File: src/rtl/hex_display_scanner.sv
// Time-multiplexed common-anode seven-segment scanner with frame-aligned display commits.
// Optional build macro LEADING_ZERO_BLANK_EN suppresses leading zero digits (digit 0 always shown).
module hex_display_scanner #(
  parameter int DIGITS      = 4,
  parameter int CLK_DIV     = 4,
  parameter int DEAD_CYCLES = 1
) (
  input  logic                  clk_i,
  input  logic                  rst_i,
  input  logic [4*DIGITS-1:0]   value_i,
  input  logic                  load_i,
  input  logic                  blank_i,
  output logic [0:6]            seg_o,
  output logic [DIGITS-1:0]     an_o,
  output logic                  frame_o
);

  localparam int IDXW = (DIGITS > 1) ? $clog2(DIGITS) : 1;
  localparam int MAXC = (CLK_DIV > DEAD_CYCLES) ? CLK_DIV : DEAD_CYCLES;
  localparam int DIVW = (MAXC > 1) ? $clog2(MAXC) : 1;
  localparam logic [DIVW-1:0] DRIVE_LAST = DIVW'(CLK_DIV - 1);
  localparam logic [DIVW-1:0] DEAD_LAST  = DIVW'(DEAD_CYCLES - 1);
  localparam logic [IDXW-1:0] IDX_LAST   = IDXW'(DIGITS - 1);

  typedef enum logic {ST_DRIVE, ST_DEAD} state_e;

  state_e                state_q;
  logic [DIVW-1:0]       div_q;
  logic [IDXW-1:0]       idx_q;
  logic                  primed_q;
  logic [4*DIGITS-1:0]   pending_q;
  logic [4*DIGITS-1:0]   disp_q;
  logic [0:6]            seg_q;
  logic [DIGITS-1:0]     an_q;

  logic [IDXW-1:0]       idx_d;
  logic                  dead_exit;
  logic                  commit;
  logic [3:0]            nib;
  logic [DIGITS-1:0]     an_drive;
  logic                  lz_suppress;

  function automatic logic [0:6] enc(input logic [3:0] n);
    case (n)
      4'h0: enc = 7'b0000001;
      4'h1: enc = 7'b1001111;
      4'h2: enc = 7'b0010010;
      4'h3: enc = 7'b0000110;
      4'h4: enc = 7'b1001100;
      4'h5: enc = 7'b0100100;
      4'h6: enc = 7'b0100000;
      4'h7: enc = 7'b0001111;
      4'h8: enc = 7'b0000000;
      4'h9: enc = 7'b0001100;
      4'hA: enc = 7'b0001000;
      4'hB: enc = 7'b1100000;
      4'hC: enc = 7'b0110001;
      4'hD: enc = 7'b1000010;
      4'hE: enc = 7'b0110000;
      default: enc = 7'b0111000;
    endcase
  endfunction

  // The first dead-time exit after reset lands on digit 0 instead of advancing.
  always_comb begin
    idx_d = '0;
    if (primed_q && idx_q != IDX_LAST) idx_d = idx_q + 1'b1;
    dead_exit = (state_q == ST_DEAD) && (div_q == DEAD_LAST);
    commit    = dead_exit && (idx_d == '0);
  end

  always_comb begin
    nib      = 4'h0;
    an_drive = '1;
    for (int i = 0; i < DIGITS; i++) begin
      if (idx_q == IDXW'(i)) begin
        nib         = disp_q[4*i +: 4];
        an_drive[i] = 1'b0;
      end
    end
  end

`ifdef LEADING_ZERO_BLANK_EN
  logic upper_zero;
  always_comb begin
    lz_suppress = 1'b0;
    upper_zero  = 1'b1;
    for (int i = DIGITS - 1; i >= 1; i--) begin
      upper_zero = upper_zero & (disp_q[4*i +: 4] == 4'h0);
      if (idx_q == IDXW'(i)) lz_suppress = upper_zero;
    end
  end
`else
  assign lz_suppress = 1'b0;
`endif

  // Gated so the commit condition held during reset never shows as a frame pulse.
  assign frame_o = commit & ~rst_i;
  assign seg_o   = seg_q;
  assign an_o    = an_q;

  always_ff @(posedge clk_i) begin
    if (rst_i) begin
      state_q   <= ST_DEAD;
      div_q     <= '0;
      idx_q     <= '0;
      primed_q  <= 1'b0;
      pending_q <= '0;
      disp_q    <= '0;
      seg_q     <= 7'b1111111;
      an_q      <= '1;
    end else begin
      if (load_i) pending_q <= value_i;
      if (commit) disp_q <= load_i ? value_i : pending_q;

      case (state_q)
        ST_DRIVE: begin
          if (div_q == DRIVE_LAST) begin
            state_q <= ST_DEAD;
            div_q   <= '0;
          end else begin
            div_q <= div_q + 1'b1;
          end
        end
        default: begin
          if (dead_exit) begin
            state_q  <= ST_DRIVE;
            div_q    <= '0;
            idx_q    <= idx_d;
            primed_q <= 1'b1;
          end else begin
            div_q <= div_q + 1'b1;
          end
        end
      endcase

      if (blank_i || state_q == ST_DEAD || lz_suppress) begin
        an_q  <= '1;
        seg_q <= 7'b1111111;
      end else begin
        an_q  <= an_drive;
        seg_q <= enc(nib);
      end
    end
  end

endmodule
File: config.mk
export PLATFORM = sky130hd
export DESIGN_NAME = hex_display_scanner
export DESIGN_NICKNAME = d
export VERILOG_FILES = /design/src/rtl/hex_display_scanner.sv
export SDC_FILE = /design/constraint.sdc
export NUM_CORES = 1
export LEC_CHECK = 0
export BUFFER_PORTS_ARGS = -buffer_cell sky130_fd_sc_hd__buf_2
export CAP_MARGIN = 20
export CORE_MARGIN = 3
export CORE_UTILIZATION = 37
export CTS_BUF_LIST = sky130_fd_sc_hd__clkbuf_16
export DETAILED_ROUTE_END_ITERATION = 8
export RECOVER_POWER = 100
export SKIP_LAST_GASP = 1
export SLEW_MARGIN = 20
export SYNTH_ARGS = -nofsm -noshare
export SYNTH_HDL_FRONTEND = slang
export SYNTH_SLANG_ARGS = --single-unit
File: constraint.sdc
create_clock -name clk_i -period 2.4 [get_ports clk_i]
set_input_delay 0.24 -clock clk_i [delete_from_list [all_inputs] [get_ports clk_i]]
set_output_delay 0.24 -clock clk_i [all_outputs]
set_load 0.1 [all_outputs]
==> impl_metrics.json <==
{
  "status": "completed",
  "die_width_um": 80.3,
  "gp_congestion": 0.771,
  "crit_chain": "ha_2, nand2b_1, a21oi_1, nor3_2, clkbuf_2",
  "finClkSkew_ns": 0.00537,
  "htree_num_levels": 2,
  "synth_mux_area_share_pct": 8.33,
  "hpwl_um": 2680,
  "synth_compound_area_share_pct": 16.7,
  "rrSetupSlack_ns": 0.22,
  "hold_start": "value_i[12]",
  "antenna_cells": 0,
  "vias": 1574,
  "wl_um": 3810,
  "grt_pass1_vias": 1481,
  "synth_cell_types": 35,
  "cts_root_buf": "clkbuf_16",
  "ant_nets": 0,
  "hold_class": "in -> reg",
  "wl_per_cell_um": 11.9,
  "reg2reg_to": "seg_o[3]",
  "clock_sinks": 49,
  "critPathMaxFanout": 14,
  "start_kind": "flop",
  "min_to": "pending_q[12]",
  "post-route-period-util_pct": 91.3,
  "grt_max_degree": 39,
  "yosys.area.top_type": "dfxtp_1",
  "final_common_cell": "dfxtp_1",
  "maxCapViolations": 0,
  "cts.path.max_buffers": 2,
  "p_total_uw": 2700,
  "ioPinCount": 32,
  "worstPathArrival_ns": 1.95,
  "fin_nets": 277,
  "slowest_delay_ns": 0.48,
  "post-route-drc-count": 0,
  "antenna_found_initial": 0,
  "end_kind": "primary output",
  "cts_hold_buf": 0,
  "synth_top_family_by_area": "compound AO/OA/AOI/OAI gates",
  "synth_fp_nets": 245,
  "grt_setup_unrepaired": "no",
  "initial_core_util_pct": 39.0,
  "crit_required_ns": 2.16,
  "path_buf_inv": 1,
  "core_um2": 5240,
  "syn_avg_cell_area_um2": 9.45,
  "grt_usage_pct": 13.0,
  "final_area_um2": 2420,
  "ys_ff_latch": 49,
  "synth_xor_area_share_pct": 0,
  "hold_viol": 0,
  "synth_fa_ha_area_share_pct": 5.51,
  "netlist_area_um2": 2040,
  "crit_path_top_delay_cell": "clkbuf_2",
  "ir_worst_vdd_uv": 479,
  "total_leakage_power_uw": 0.000977,
  "overflow": 0,
  "die_h_um": 80.3,
  "drt_iter0_drc": 69,
  "nFillCells": 536,
  "max_slew_margin_pct": 22.3,
  "postPlaceCellArea_um2": 2260,
  "tns_ns": 0,
  "setup_violations": 0,
  "io_buffers": 31,
  "die-area_um2": 6450,
  "clock.fmax_mhz": 456,
  "min_period_ns": 2.19,
  "synth_top_area_share_pct": 48.0,
  "synth-seq-area-share_pct": 48.0,
  "via_per_inst": 4.93,
  "worst_pin_slew_ns": 1.17,
  "clock_latency_ns": 0.28,
  "synth_simple_gate_area_share_pct": 16.1,
  "critical_path_class": "reg -> out",
  "yosys_warnings": 0,
  "reg2regPathDepth": 9,
  "drive_gt1_share_pct": 17.3,
  "grt_pass1_wl_um": 6530,
  "dr.pass1.iters": 4,
  "r2r-start": "idx_q[1]",
  "syn_to_final_growth_pct": 18.4,
  "cts_tree": "yes",
  "power_density_nw_per_um2": 1120,
  "cts.reportedPaths.clkPinSlew_ns": 0.06,
  "cp_top_family": "buffers and inverters",
  "synth_area_leaders": "dfxtp_1, mux2i_1, a211oi_1",
  "cts_buffers": 5,
  "layout_common_cells": "dfxtp_1, nor2_1, a211oi_1",
  "whs_path_depth": 3,
  "rows": 26,
  "synthCells": 216,
  "drv_slew": 0
}
Yosys cell counts, drive strengths merged:
master	instances
dfxtp	49
nor2	39
a211oi	20
mux2i	17
inv	12
nand2	11
ha	9
a21oi	7
buf	7
clkbuf	6
nor3	5
nand3b	4
nor3b	4
a221o	3
o211ai	3
o21ai	3
a221oi	2
and2	2
nand3	2
nor2b	2
a21boi	1
a22oi	1
and3	1
clkinv	1
nand2b	1
nand4	1
o221ai	1
o311ai	1
o31ai	1
state kept, by name, indices dropped and copies added, names as in the netlist:
register   count
an_o           4
primed_q       1
idx_q          2
seg_o          7
disp_q        16
pending_q     16
state_q        1
div_q          2
per-layer routing:
| layer | up-vias | routed length (um) | track usage, % | part of all wire (%) |
|---|---|---|---|---|
| met1 | 714 | 1850 | 16.2 | 49 |
| met4 | 0 | 87 | 6.76 | 2.3 |
| met3 | 10 | 177 | 3.70 | 4.6 |
| met2 | 32 | 1690 | 20.4 | 44 |
| met5 | - | 0 | 0 | 0 |
| li1 | 818 | - | - | - |
power breakdown:
group | internal (uW) | switching [uW] | total (uW)
clock | 382 | 290 | 671
sequential | 969 | 78.7 | 1050
combinational | 336 | 645 | 981
total | 1690 | 1010 | 2700
cells by family (layout without fill, tap and decap cells):
group           count (synthesis)  count (layout)
buf+inv                        26              59
mux                            17              17
flops                          49              49
fa+ha+maj                       9               9
compound gates                 43              43
simple gates                   72              72
stage by stage:
stage                     hold slack, ns  instances  setup slack [ns]  utilization [%]
after floorplan                    0.358        216             0.107                -
after global placement             0.476        308             0.180             43.1
after detailed placement           0.479        308             0.134             43.1
after CTS                          0.217        316             0.101             45.9
after global routing               0.232        319            0.0203             46.2
final                              0.214        319             0.209             46.2
layout make-up:
type	instances	area [um2]	share of cell area [%]
timing repair buffer	38	190	7.87
inverter	13	48.8	2.02
tap	70	87.6	3.62
clock buffer	5	125	5.18
clock inverter	3	18.8	0.776
multi-input combinational	141	966	40.0
sequential	49	981	40.6
worst max-delay path by stage:
stage                   from        to  slack (ns)  cells after the start
floorplan           idx_q[0]   frame_o        0.11                      5
global placement    idx_q[0]  seg_o[3]        0.18                      9
detailed placement  idx_q[0]  seg_o[1]        0.13                      9
CTS                 idx_q[0]   frame_o        0.10                      5
global route        idx_q[0]  seg_o[0]        0.02                      7
finish              idx_q[0]   frame_o        0.21                      5
tightest hold or removal path, delay by kind of cell:
kind | cells | cell delay (ns)
buffers and inverters | 1 | 0.07
multiplexers | 1 | 0.07
AND/OR/NAND/NOR | 1 | 0.08
what timing repair did:
action	CTS	global route
setup endpoints to repair	0	7
setup buffers	0	3
gates resized for setup	0	3
Note: power is estimated with default switching activity, not from simulation.
